**src/rtl/lcd_step_pkg.sv**
```systemverilog
// Shared state encoding, default timing and counter widths for the LCD step controller.
package lcd_step_pkg;

    typedef enum logic [2:0] {
        ST_IDLE     = 3'd0,
        ST_STEP     = 3'd1,
        ST_CAPTURE  = 3'd2,
        ST_LCD_RST  = 3'd3,
        ST_LCD_WAIT = 3'd4
    } state_e;

    // Defaults assume a 50 MHz board clock.
    localparam int DEB_CYCLES_DEF    = 1000000;
    localparam int RST_CYCLES_DEF    = 4;
    localparam int T_LCD_REFRESH_DEF = 300000;
    localparam int RUN_PERIOD_DEF    = 25000000;

    localparam int DEB_CNT_W = 20;
    localparam int REF_CNT_W = 19;
    localparam int RUN_CNT_W = 25;

endpackage

```
**src/rtl/lcd_step_ctrl_debounce.sv**
```systemverilog
// Two-flop synchroniser plus stable-level debouncer for an active-low pushbutton;
// emits a one-cycle pulse when a press (high-to-low) is accepted.
module btn_debounce
    import lcd_step_pkg::*;
#(
    parameter int DEB_CYCLES = DEB_CYCLES_DEF
) (
    input  logic clk,
    input  logic rst,
    input  logic btn_n_i,
    output logic fall_o
);

    localparam logic [DEB_CNT_W-1:0] CNT_LAST = DEB_CNT_W'(DEB_CYCLES - 1);

    logic                 sync1_q;
    logic                 sync2_q;
    logic                 level_q;
    logic                 fall_q;
    logic [DEB_CNT_W-1:0] cnt_q;

    // Released (high) is the idle level, so the button starts out accepted as released.
    always_ff @(posedge clk or negedge rst) begin
        if (!rst) begin
            sync1_q <= 1'b1;
            sync2_q <= 1'b1;
            level_q <= 1'b1;
            fall_q  <= 1'b0;
            cnt_q   <= '0;
        end else begin
            sync1_q <= btn_n_i;
            sync2_q <= sync1_q;
            fall_q  <= 1'b0;
            if (sync2_q == level_q) begin
                cnt_q <= '0;
            end else if (cnt_q == CNT_LAST) begin
                level_q <= sync2_q;
                fall_q  <= ~sync2_q;
                cnt_q   <= '0;
            end else begin
                cnt_q <= cnt_q + 1'b1;
            end
        end
    end

    assign fall_o = fall_q;

endmodule

```
**src/rtl/lcd_step_ctrl.sv**
```systemverilog
// Steps or free-runs the core, snapshots its output/PC for the LCD writer and
// restarts the LCD write after every step, throttled to the screen refresh time.
module lcd_step_ctrl
    import lcd_step_pkg::*;
#(
    parameter int DEB_CYCLES    = DEB_CYCLES_DEF,
    parameter int RST_CYCLES    = RST_CYCLES_DEF,
    parameter int T_LCD_REFRESH = T_LCD_REFRESH_DEF,
    parameter int RUN_PERIOD    = RUN_PERIOD_DEF
) (
    input  logic        clk,
    input  logic        rst,
    input  logic        btn_step_n,
    input  logic        sw_run,
    input  logic [31:0] cpu_output,
    input  logic [31:0] cpu_pc,
    output logic        cpu_clk_en,
    output logic [31:0] disp_output,
    output logic [31:0] disp_pc,
    output logic        lcd_rst_n,
    output logic        busy,
    output state_e      state_dbg
);

    localparam logic [REF_CNT_W-1:0] RST_LAST = REF_CNT_W'(RST_CYCLES - 1);
    localparam logic [REF_CNT_W-1:0] REF_LAST = REF_CNT_W'(T_LCD_REFRESH - 1);
    localparam logic [RUN_CNT_W-1:0] RUN_LAST = RUN_CNT_W'(RUN_PERIOD - 1);

    logic                 press;
    logic                 step_req;
    logic                 run_sync1_q;
    logic                 run_sync2_q;
    logic                 run_req_q;
    logic [RUN_CNT_W-1:0] run_cnt_q;

    state_e               state_q;
    logic [REF_CNT_W-1:0] tmr_q;
    logic                 pending_q;
    logic                 clk_en_q;
    logic                 lcd_rst_n_q;
    logic                 busy_q;
    logic [31:0]          disp_out_q;
    logic [31:0]          disp_pc_q;

    btn_debounce #(
        .DEB_CYCLES(DEB_CYCLES)
    ) u_btn_debounce (
        .clk     (clk),
        .rst     (rst),
        .btn_n_i (btn_step_n),
        .fall_o  (press)
    );

    // Run-mode request generator; held cleared while in step mode.
    always_ff @(posedge clk or negedge rst) begin
        if (!rst) begin
            run_sync1_q <= 1'b0;
            run_sync2_q <= 1'b0;
            run_req_q   <= 1'b0;
            run_cnt_q   <= '0;
        end else begin
            run_sync1_q <= sw_run;
            run_sync2_q <= run_sync1_q;
            run_req_q   <= 1'b0;
            if (!run_sync2_q) begin
                run_cnt_q <= '0;
            end else if (run_cnt_q == RUN_LAST) begin
                run_cnt_q <= '0;
                run_req_q <= 1'b1;
            end else begin
                run_cnt_q <= run_cnt_q + 1'b1;
            end
        end
    end

    assign step_req = (press & ~run_sync2_q) | run_req_q;

    // Reset lands in CAPTURE so the first screen shows the core's reset-state PC.
    always_ff @(posedge clk or negedge rst) begin
        if (!rst) begin
            state_q     <= ST_CAPTURE;
            tmr_q       <= '0;
            pending_q   <= 1'b0;
            clk_en_q    <= 1'b0;
            lcd_rst_n_q <= 1'b0;
            busy_q      <= 1'b1;
            disp_out_q  <= '0;
            disp_pc_q   <= '0;
        end else begin
            if (busy_q && step_req) begin
                pending_q <= 1'b1;
            end
            case (state_q)
                ST_IDLE: begin
                    if (step_req || pending_q) begin
                        state_q   <= ST_STEP;
                        clk_en_q  <= 1'b1;
                        busy_q    <= 1'b1;
                        pending_q <= 1'b0;
                    end
                end
                ST_STEP: begin
                    state_q  <= ST_CAPTURE;
                    clk_en_q <= 1'b0;
                end
                ST_CAPTURE: begin
                    disp_out_q  <= cpu_output;
                    disp_pc_q   <= cpu_pc;
                    state_q     <= ST_LCD_RST;
                    lcd_rst_n_q <= 1'b0;
                    tmr_q       <= '0;
                end
                ST_LCD_RST: begin
                    if (tmr_q == RST_LAST) begin
                        state_q     <= ST_LCD_WAIT;
                        lcd_rst_n_q <= 1'b1;
                        tmr_q       <= '0;
                    end else begin
                        tmr_q <= tmr_q + 1'b1;
                    end
                end
                ST_LCD_WAIT: begin
                    if (tmr_q == REF_LAST) begin
                        state_q <= ST_IDLE;
                        busy_q  <= 1'b0;
                        tmr_q   <= '0;
                    end else begin
                        tmr_q <= tmr_q + 1'b1;
                    end
                end
                default: begin
                    state_q     <= ST_IDLE;
                    busy_q      <= 1'b0;
                    clk_en_q    <= 1'b0;
                    lcd_rst_n_q <= 1'b1;
                    tmr_q       <= '0;
                end
            endcase
        end
    end

    assign cpu_clk_en  = clk_en_q;
    assign disp_output = disp_out_q;
    assign disp_pc     = disp_pc_q;
    assign lcd_rst_n   = lcd_rst_n_q;
    assign busy        = busy_q;
    assign state_dbg   = state_q;

endmodule

```
**config.mk**
```make
export PLATFORM = sky130hd
export DESIGN_NAME = lcd_step_ctrl
export DESIGN_NICKNAME = d
export VERILOG_FILES = /design/src/rtl/lcd_step_pkg.sv /design/src/rtl/lcd_step_ctrl_debounce.sv /design/src/rtl/lcd_step_ctrl.sv
export SDC_FILE = /design/constraint.sdc
export NUM_CORES = 1
export LEC_CHECK = 0
export ABC_AREA = 1
export CORE_MARGIN = 2
export CORE_UTILIZATION = 50
export CTS_CLUSTER_DIAMETER = 40
export DETAILED_ROUTE_END_ITERATION = 7
export GPL_TIMING_DRIVEN = 0
export PLACE_DENSITY = 0.81
export SLEW_MARGIN = 20
export SYNTH_ARGS = -nofsm -noshare
export SYNTH_HDL_FRONTEND = slang
export SYNTH_SLANG_ARGS = --single-unit
```
**constraint.sdc**
```tcl
create_clock -name clk -period 3.6 [get_ports clk]
set_clock_uncertainty 0.1 [all_clocks]
set_input_delay 0.72 -clock clk [delete_from_list [all_inputs] [get_ports clk]]
set_output_delay 0.72 -clock clk [all_outputs]
set_load 0.01 [all_outputs]
```
==> results of run 1 <==
-- per-layer routing --
metal	routed length, um	share of wire, %	global-route usage (%)	up-vias
li1	-	-	-	2708
met1	6860	41	29.6	2647
met2	8350	50	41.9	180
met3	1210	7.3	8.40	24
met4	224	1.3	7.56	0
met5	0	0	0	-
-- final timing paths --
path,endpoint,slack [ns],depth (start not counted)
max in group asynchronous,state_dbg[1]$_DFFE_PN1P_,2.52,2
max reg2reg,run_cnt_q[14]$_DFF_PN0_,1.61,9
min,run_cnt_q[15]$_DFF_PN0_,0.10,1
min reg2reg,run_sync2_q$_DFF_PN0_,0.26,0
min in group clk,run_sync2_q$_DFF_PN0_,0.26,0
max,state_dbg[1],1.20,1
-- registers in the layout (all words and copies together), names as in the netlist --
name and cells:
lcd_rst_n 1, cpu_clk_en 1, busy 1, disp_pc 32
run_cnt_q 25, run_sync1_q 1, u_btn_debounce.cnt_q 20, disp_output 32
u_btn_debounce.fall_o 1, tmr_q 19, u_btn_debounce.level_q 1, state_dbg 3
run_req_q 1, u_btn_debounce.sync2_q 1, u_btn_debounce.sync1_q 1, pending_q 1
run_sync2_q 1
-- cell usage after synthesis --
cell type / count
dfrtp_1: 137
buf_6: 6
o211ai_1: 1
a21oi_1: 4
nor3_1: 22
nand2_4: 2
ha_1: 4
xor2_1: 20
o31ai_1: 1
nor3b_2: 1
or2_2: 4
inv_2: 1
nor2_2: 3
nor4_1: 1
nor3_2: 1
mux2_2: 59
dfstp_2: 5
mux2_1: 5
nor2_4: 2
clkbuf_1: 2
nor2_1: 144
nand2_1: 159
nand3_1: 48
o21ai_0: 12
inv_1: 70
nand3_2: 2
o21bai_1: 1
xnor2_1: 7
buf_4: 2
clkinv_1: 1
buf_2: 3
nand4_1: 11
nand2_2: 5
nor3b_1: 2
-- kinds of logic (layout without fill, tap and decap cells) --
logic type,after synthesis,count (layout),share of synthesized area (%)
and+or+nand+nor,407,407,25.7
adders and majority gates,4,4,0.738
AOI/OAI and AO/OA,19,19,1.51
DFF,142,142,52.5
muxes,64,64,10.6
buffers and inverters,85,255,5.53
xor gates and xnor gates,27,27,3.49
-- cell type report --
type / instances / area share (%)
Buffer: 13 / 1.17
Multi-Input combinational cell: 521 / 31.6
Sequential cell: 142 / 39.5
Tap cell: 176 / 2.44
Timing Repair Buffer: 138 / 15.6
Inverter: 72 / 3.00
Clock inverter: 13 / 1.72
Clock buffer: 19 / 4.92
-- stage by stage --
stage | std cells | area [um^2] | util, % | hold slack (ns) | setup TNS (ns)
2_1_floorplan | 748 | 6790 | - | 0.231 | 0
3_3_place_gp | 1061 | 8380 | 63.3 | 0.233 | -559.35
3_5_place_dp | 1062 | 8410 | 63.5 | 0.237 | 0
4_1_cts | 1094 | 9010 | 68.0 | 0.106 | 0
5_1_grt | 1094 | 9010 | 68.0 | 0.124 | 0
6_report | 1094 | 9010 | 68.0 | 0.103 | 0
-- power by group through the flow --
stage,Combinational (uW),Clock (uW),Sequential (uW)
after floorplan,48.3,0,1710
after global placement,257,0,1690
after detailed placement,265,0,1700
after CTS,270,1820,1670
after global routing,288,1870,1670
final,265,1780,1670
==> flow_metrics.py, run 1 <==
metrics = {
    "clock_network": {
        "clkLatencyLatePin_ns": 0.43,
        "cts_tree": "done",
        "cts-root-buf": "clkbuf_16",
        "cts_made_buffers": 17,
        "htreeDepth": 4,
        "clk_pin_slew_ns": 0.06,
        "cts_setup_buffers": 0,
        "cts_sinks": 142,
        "cts_hold_buffers": 0,
        "post_cts_resized": 0,
        "cts_buffer_depth": 2,
    },
    "worst_setup_path": {
        "critPathCaptureType": "output pin",
        "crit_path_cell_trace": "clkdlybuf4s50_1",
        "path_buf_inv": 1,
        "startpoint": "state_dbg[1]$_DFFE_PN1P_",
        "crit_path_start_kind": "register",
        "slowest_delay_ns": 0.58,
        "crit_required_ns": 2.78,
        "r2r-start": "run_cnt_q[0]$_DFF_PN0_",
        "cp_slowest_cell": "dfstp_2",
        "arrival_ns": 1.58,
        "critPathKind": "register to output pin",
        "cp_top_family": "flip-flops",
        "crit_fanout": 5,
    },
    "placed_design": {
        "portBuffers": 137,
        "place.gp.congestion": 0.947,
        "hpwl_um": 11600,
        "dpl_worst_slack_ns": 1.65,
    },
    "die": {
        "initial_utilization_pct": 51.2,
        "dieArea_um2": 14500,
        "core_um2": 13200,
        "die_h_um": 120,
        "num_rows": 42,
        "pin_count": 138,
        "die_w_um": 120,
    },
    "power_and_ir_drop": {
        "intPower_uw": 2860,
        "power.density_nw_per_um2": 413,
        "ir_drop_uv": 400,
        "seqPwrFrac_pct": 44.9,
        "sw_frac_of_total_pct": 23.2,
        "p_leak_uw": 0.00393,
        "clock_power_share_pct": 48.0,
        "combPwrFrac_pct": 7.1,
        "p_total_uw": 3720,
        "power_switching_uw": 862,
    },
    "timing": {
        "rsz0062_at_grt": "no",
        "min_period_ns": 2.40,
        "worstMarginPinSlew_ns": 0.502,
        "post-route-period-util_pct": 66.6,
        "finalHoldViolCount": 0,
        "drv_slew": 0,
        "max_freq_mhz": 417,
        "slew-limit-headroom_pct": 66.5,
        "worst_slack_ns": 1.20,
        "setup_violations": 0,
    },
    "drt": {
        "finalWirelength_um": 16700,
        "viasPerCell": 5.08,
        "wl_per_cell_um": 15.2,
        "drtPass1Iterations": 5,
        "detail-route-antenna-nets": 0,
        "vias": 5559,
        "drtIter0Drc": 322,
        "drcViolationCount": 0,
    },
    "synth": {
        "yosysTopAreaCellShare_pct": 50.5,
        "synthTopCellsByArea": "dfrtp_1, mux2_2, nand2_1",
        "avgSynthCellArea_um2": 9.07,
        "yosys_warnings": 0,
        "synth_cell_types": 34,
        "yosys.area.top_type": "dfrtp_1",
        "mappedNetlistNets": 820,
        "postSynthCellCount": 748,
        "syn_area_um2": 6790,
        "ys_ff_latch": 142,
        "yosysSeqAreaShare_pct": 52.5,
    },
    "grt": {
        "grt_overflow_total": 0,
        "grt_pass1_vias": 5787,
        "antenna_found_initial": 0,
        "grt_max_degree": 93,
        "grtUsageTotal_pct": 24.6,
        "grt_pass1_wl_um": 28000,
    },
    "final_layout": {
        "final_cell_mix": "nand2_1, nor2_1, dfrtp_1, clkdlybuf4s50_1, inv_1",
        "layout_commonest_cell": "nand2_1",
        "fillers": 1048,
        "drive_above_1_share_pct": 14.1,
        "nNetsFinal": 977,
        "syn_to_final_growth_pct": 32.7,
        "antennaDiodeCount": 0,
        "register_area_um2": 3560,
        "multiInputGateArea_um2": 2850,
    },
    "hold_path": {
        "hold_path.class": "input port to async pin",
    },
    "flow_run": {
        "maxCapViolations": 0,
    },
    "status": {
        "status": "complete, no violations",
    },
}
Power figures use the tool's default switching activity.
==> run 2: changes to the inputs <==
==> constraint.sdc (replaced) <==
create_clock -name clk -period 2.4 [get_ports clk]
set_clock_uncertainty 0.1 [all_clocks]
set_input_delay 0.48 -clock clk [delete_from_list [all_inputs] [get_ports clk]]
set_output_delay 0.48 -clock clk [all_outputs]
set_load 0.01 [all_outputs]
==> run 2 against run 1 <==
  * Sequential cell count did not move
  * Non-clock buffer count rose by 1
  * Sequential power rose by 50%
  * Global-route usage barely moved
  * Largest cell class unchanged
  * Largest power group unchanged
==> flow_metrics.py, run 2 (synthesis results as in run 1) <==
metrics = {
    "die": {
        "initial_utilization_pct": 51.2,
        "dieArea_um2": 14500,
        "die_h_um": 120,
        "num_rows": 42,
        "pin_count": 138,
        "die_w_um": 120,
        "core_um2": 13200,
    },
    "timing": {
        "slew-limit-headroom_pct": 67.0,
        "drv_slew": 0,
        "finalHoldViolCount": 0,
        "min_period_ns": 2.16,
        "post-route-period-util_pct": 89.9,
        "rsz0062_at_grt": "no",
        "max_freq_mhz": 464,
        "setup_violations": 0,
        "worstMarginPinSlew_ns": 0.496,
    },
    "drt": {
        "wl_per_cell_um": 15.2,
        "drcViolationCount": 0,
        "finalWirelength_um": 16600,
        "drtPass1Iterations": 7,
        "drtIter0Drc": 312,
        "detail-route-antenna-nets": 0,
        "viasPerCell": 5.11,
        "vias": 5591,
    },
    "clock_network": {
        "cts_made_buffers": 17,
        "cts_sinks": 142,
        "cts_hold_buffers": 1,
        "cts_buffer_depth": 2,
        "post_cts_resized": 0,
        "cts-root-buf": "clkbuf_16",
        "cts_tree": "done",
        "cts_setup_buffers": 0,
        "htreeDepth": 4,
        "clkLatencyLatePin_ns": 0.42,
        "clk_pin_slew_ns": 0.06,
    },
    "worst_setup_path": {
        "critPathKind": "register to output pin",
        "crit_required_ns": 1.82,
        "path_buf_inv": 1,
        "slowest_delay_ns": 0.58,
        "critPathCaptureType": "output pin",
        "cp_top_family": "flip-flops",
        "crit_fanout": 5,
        "crit_path_start_kind": "register",
        "crit_path_cell_trace": "clkdlybuf4s50_1",
        "arrival_ns": 1.58,
        "cp_slowest_cell": "dfstp_2",
    },
    "power_and_ir_drop": {
        "clock_power_share_pct": 48.0,
        "power.density_nw_per_um2": 618,
        "combPwrFrac_pct": 7.2,
        "ir_drop_uv": 599,
        "power_switching_uw": 1290,
        "sw_frac_of_total_pct": 23.1,
        "intPower_uw": 4290,
        "p_leak_uw": 0.00394,
        "seqPwrFrac_pct": 44.9,
    },
    "final_layout": {
        "nNetsFinal": 978,
        "multiInputGateArea_um2": 2850,
        "fin_util_pct": 68.1,
        "syn_to_final_growth_pct": 32.9,
        "fillers": 1048,
        "antennaDiodeCount": 0,
        "final_cell_mix": "nand2_1, nor2_1, dfrtp_1, clkdlybuf4s50_1, inv_1",
        "drive_above_1_share_pct": 14.0,
        "final_cells": 1095,
        "register_area_um2": 3560,
        "layout_commonest_cell": "nand2_1",
    },
    "grt": {
        "grt_pass1_wl_um": 28000,
        "grt_pass1_vias": 5795,
        "grt_max_degree": 93,
        "grtUsageTotal_pct": 24.7,
        "antenna_found_initial": 0,
        "grt_overflow_total": 0,
    },
    "flow_run": {
        "maxCapViolations": 0,
    },
    "placed_design": {
        "place.gp.congestion": 0.947,
        "hpwl_um": 11600,
        "portBuffers": 137,
        "place_inst": 1062,
    },
    "hold_path": {
        "hold_path.class": "register to register",
    },
    "status": {
        "status": "complete, no violations",
    },
}
[run 2: changes by cell type in the layout (fill, tap and decap cells not counted), sizes merged]
cell,before,now
dlygate4sd3,0,1
[run 2: layout make-up]
class | instances | share of cell area [%]
well taps | 176 | 2.44
clock buffers | 19 | 4.91
clock inverters | 13 | 1.72
inverters | 72 | 3.00
plain buffers | 13 | 1.17
flip-flops and latches | 142 | 39.5
multi-input cells | 521 | 31.6
repair buffers | 139 | 15.7
[run 2: path summary, 6_finish.rpt]
kind | start | end | slack, ns | depth (start not counted)
max | state_dbg[1]$_DFFE_PN1P_ | state_dbg[1] | 0.24 | 1
min | run_sync1_q$_DFF_PN0_ | run_sync2_q$_DFF_PN0_ | 0.26 | 0
max reg2reg | run_cnt_q[0]$_DFF_PN0_ | run_cnt_q[14]$_DFF_PN0_ | 0.41 | 9
min reg2reg | run_sync1_q$_DFF_PN0_ | run_sync2_q$_DFF_PN0_ | 0.26 | 0
max in group asynchronous | rst | state_dbg[1]$_DFFE_PN1P_ | 0.95 | 3
min in group asynchronous | rst | run_cnt_q[15]$_DFF_PN0_ | 0.47 | 2
[run 2: per-layer routing]
layer  global-route usage (%)  vias up  wire length (um)
met5                        0        -                 0
met4                     7.56        0               223
met3                     8.35       24              1270
met2                     41.9      200              8330
met1                     29.7     2657              6820
li1                         -     2710                 -
[run 2: power groups by stage]
stage / Clock, uW / Combinational (uW) / Sequential (uW)
final: 2670 / 400 / 2500
after global routing: 2810 / 434 / 2510
after CTS: 2720 / 407 / 2500
after detailed placement: 0 / 397 / 2540
after global placement: 0 / 385 / 2540
after floorplan: 0 / 72.4 / 2560
[run 2: per-stage QoR]
step / setup TNS (ns) / hold WS (ns) / cell area (um^2) / total power [uW] / setup WS (ns)
final: 0 / 0.256 / 9020 / 5580 / 0.243
after global routing: 0 / 0.273 / 9020 / 5750 / 0.220
after detailed placement: 0 / 0.237 / 8410 / 2940 / 0.460
after floorplan: 0 / 0.0844 / 6790 / 2640 / 0.788
after CTS: 0 / 0.256 / 9020 / 5630 / 0.231
after global placement: -695.67 / 0.233 / 8380 / 2920 / -4.97
[run 2: worst reg2reg max path: stages (launching register included)]
cell	delay, ns
dfrtp_1	0.42
ha_1	0.30
nand3_1	0.18
inv_1	0.17
nand2_1	0.07
nor2_1	0.13
nand2_2	0.16
buf_6	0.19
nand3_1	0.08
nor2_1	0.05
==> run 3: changes to the inputs <==
--- a/config.mk
+++ b/config.mk
@@ -11,7 +11,7 @@
 export CTS_CLUSTER_DIAMETER = 40
 export DETAILED_ROUTE_END_ITERATION = 7
 export GPL_TIMING_DRIVEN = 0
-export PLACE_DENSITY = 0.81
+export PLACE_DENSITY_LB_ADDON = 0.05
 export SLEW_MARGIN = 20
 export SYNTH_ARGS = -nofsm -noshare
 export SYNTH_HDL_FRONTEND = slang
==> run 3 against run 2 <==
  * Sequential share of layout area unchanged
  * Largest cell class unchanged
  * Largest power group unchanged
  * Combinational power down 2%
  * Highest routed layer unchanged
  * Die area unchanged
  * Critical endpoint unchanged
  * Non-clock buffer count unchanged
  * Sequential cell count unchanged
  * Total power down 0.53%
  * Core utilization unchanged
==> flow_metrics.py, run 3 (synthesis results as in run 1) <==
metrics = {
    "status": {
        "status": "complete, no violations",
    },
    "drt": {
        "drcViolationCount": 0,
        "finalWirelength_um": 16400,
        "detail-route-antenna-nets": 0,
        "vias": 5573,
        "drtIter0Drc": 424,
        "viasPerCell": 5.09,
        "drtPass1Iterations": 7,
        "wl_per_cell_um": 15.0,
    },
    "worst_setup_path": {
        "critPathCaptureType": "output pin",
        "critPathKind": "register to output pin",
        "r2r_slack_ns": 0.40,
        "crit_path_start_kind": "register",
        "crit_path_cell_trace": "clkdlybuf4s50_1",
        "cp_slowest_cell": "dfstp_2",
        "crit_required_ns": 1.82,
        "crit_fanout": 5,
        "cp_top_family": "flip-flops",
        "arrival_ns": 1.58,
        "path_buf_inv": 1,
        "slowest_delay_ns": 0.58,
    },
    "timing": {
        "worstMarginPinSlew_ns": 0.444,
        "min_period_ns": 2.16,
        "drv_slew": 0,
        "post-route-period-util_pct": 90.0,
        "setup_violations": 0,
        "whs_ns": 0.258,
        "finalHoldViolCount": 0,
        "max_freq_mhz": 463,
        "slew-limit-headroom_pct": 70.4,
        "rsz0062_at_grt": "no",
    },
    "clock_network": {
        "cts_buffer_depth": 2,
        "clkLatencyLatePin_ns": 0.42,
        "cts_sinks": 142,
        "clk_pin_slew_ns": 0.06,
        "cts_tree": "done",
        "cts_made_buffers": 17,
        "htreeDepth": 4,
        "cts-root-buf": "clkbuf_16",
    },
    "placed_design": {
        "place_inst": 1062,
        "place.gp.congestion": 0.917,
        "hpwl_um": 12000,
        "portBuffers": 137,
    },
    "die": {
        "initial_utilization_pct": 51.2,
        "die_w_um": 120,
        "dieArea_um2": 14500,
        "pin_count": 138,
        "core_um2": 13200,
        "num_rows": 42,
        "die_h_um": 120,
    },
    "final_layout": {
        "nNetsFinal": 978,
        "final_cells": 1095,
        "layout_commonest_cell": "nand2_1",
        "fillers": 1051,
        "final_cell_mix": "nand2_1, nor2_1, dfrtp_1, clkdlybuf4s50_1, inv_1",
        "drive_above_1_share_pct": 13.9,
        "antennaDiodeCount": 0,
        "syn_to_final_growth_pct": 32.9,
    },
    "grt": {
        "grt_max_degree": 89,
        "grtUsageTotal_pct": 23.6,
        "grt_pass1_vias": 5623,
        "grt_pass1_wl_um": 27000,
        "grt_overflow_total": 0,
        "antenna_found_initial": 0,
    },
    "power_and_ir_drop": {
        "p_leak_uw": 0.00393,
        "p_total_uw": 5550,
        "power.density_nw_per_um2": 615,
        "ir_drop_uv": 656,
    },
    "flow_run": {
        "maxCapViolations": 0,
    },
    "hold_path": {
        "hold_path.class": "register to register",
    },
}
run 3: cell count changes in the layout (fill, tap and decap cells not counted):
cell,before,now
clkbuf_1,3,4
inv_8,2,0
clkinv_2,1,2
clkinv_4,3,2
inv_6,3,0
clkbuf_8,1,4
clkinvlp_4,2,3
run 3: power by group:
group | total (uW) | internal [uW] | switching, uW
clock network | 2650 | 1640 | 1010
registers | 2500 | 2460 | 37.0
logic | 394 | 240 | 155
total | 5550 | 4340 | 1200
run 3: final timing paths:
path | endpoint | from | cells after the start
worst min-delay path | run_sync2_q$_DFF_PN0_ | run_sync1_q$_DFF_PN0_ | 0
max in group asynchronous | u_btn_debounce.sync2_q$_DFF_PN1_ | rst | 3
worst min register to register | run_sync2_q$_DFF_PN0_ | run_sync1_q$_DFF_PN0_ | 0
worst max register to register | run_cnt_q[21]$_DFF_PN0_ | run_cnt_q[0]$_DFF_PN0_ | 9
worst max-delay path | state_dbg[1] | state_dbg[1]$_DFFE_PN1P_ | 1
min in group asynchronous | run_cnt_q[8]$_DFF_PN0_ | rst | 2
run 3: area by class of cell:
class	count	area, um^2	area share (%)
multi-input cells	521	2850	31.6
plain buffers	13	105	1.17
flip-flops and latches	142	3560	39.5
inverters	72	270	3.00
well taps	176	220	2.44
clock buffers	23	488	5.41
clock inverters	9	110	1.22
repair buffers	139	1410	15.7
run 3: through the flow:
stage | worst slack, ns | utilization [%] | TNS (ns) | cell area (um^2)
3_5_place_dp | 0.420 | 63.5 | 0 | 8410
3_3_place_gp | -4.86 | 63.3 | -679.89 | 8380
2_1_floorplan | 0.788 | - | 0 | 6790
5_1_grt | 0.202 | 68.1 | 0 | 9020
6_report | 0.241 | 68.1 | 0 | 9020
4_1_cts | 0.224 | 68.1 | 0 | 9020
run 3: metal layers:
layer	global-route usage, %	share of wire (%)	up-vias
li1	-	-	2698
met1	29.0	42	2682
met2	39.1	50	172
met3	8.35	6.7	21
met4	7.70	1.4	0
met5	0	0	-
run 3: worst register-to-register path: cells and delay by family, from the launching register on:
| family | cells | cell delay (ns) |
|---|---|---|
| AND/OR/NAND/NOR | 6 | 0.67 |
| buffers and inverters | 2 | 0.37 |
| flip-flops | 1 | 0.42 |
| adder cells (fa/ha/maj) | 1 | 0.33 |
run 3: what timing repair did:
action                                 CTS  global route
buffers inserted                         0             0
resized for setup                        0             0
hold buffers                             1             0
endpoints found under the hold margin   52             0
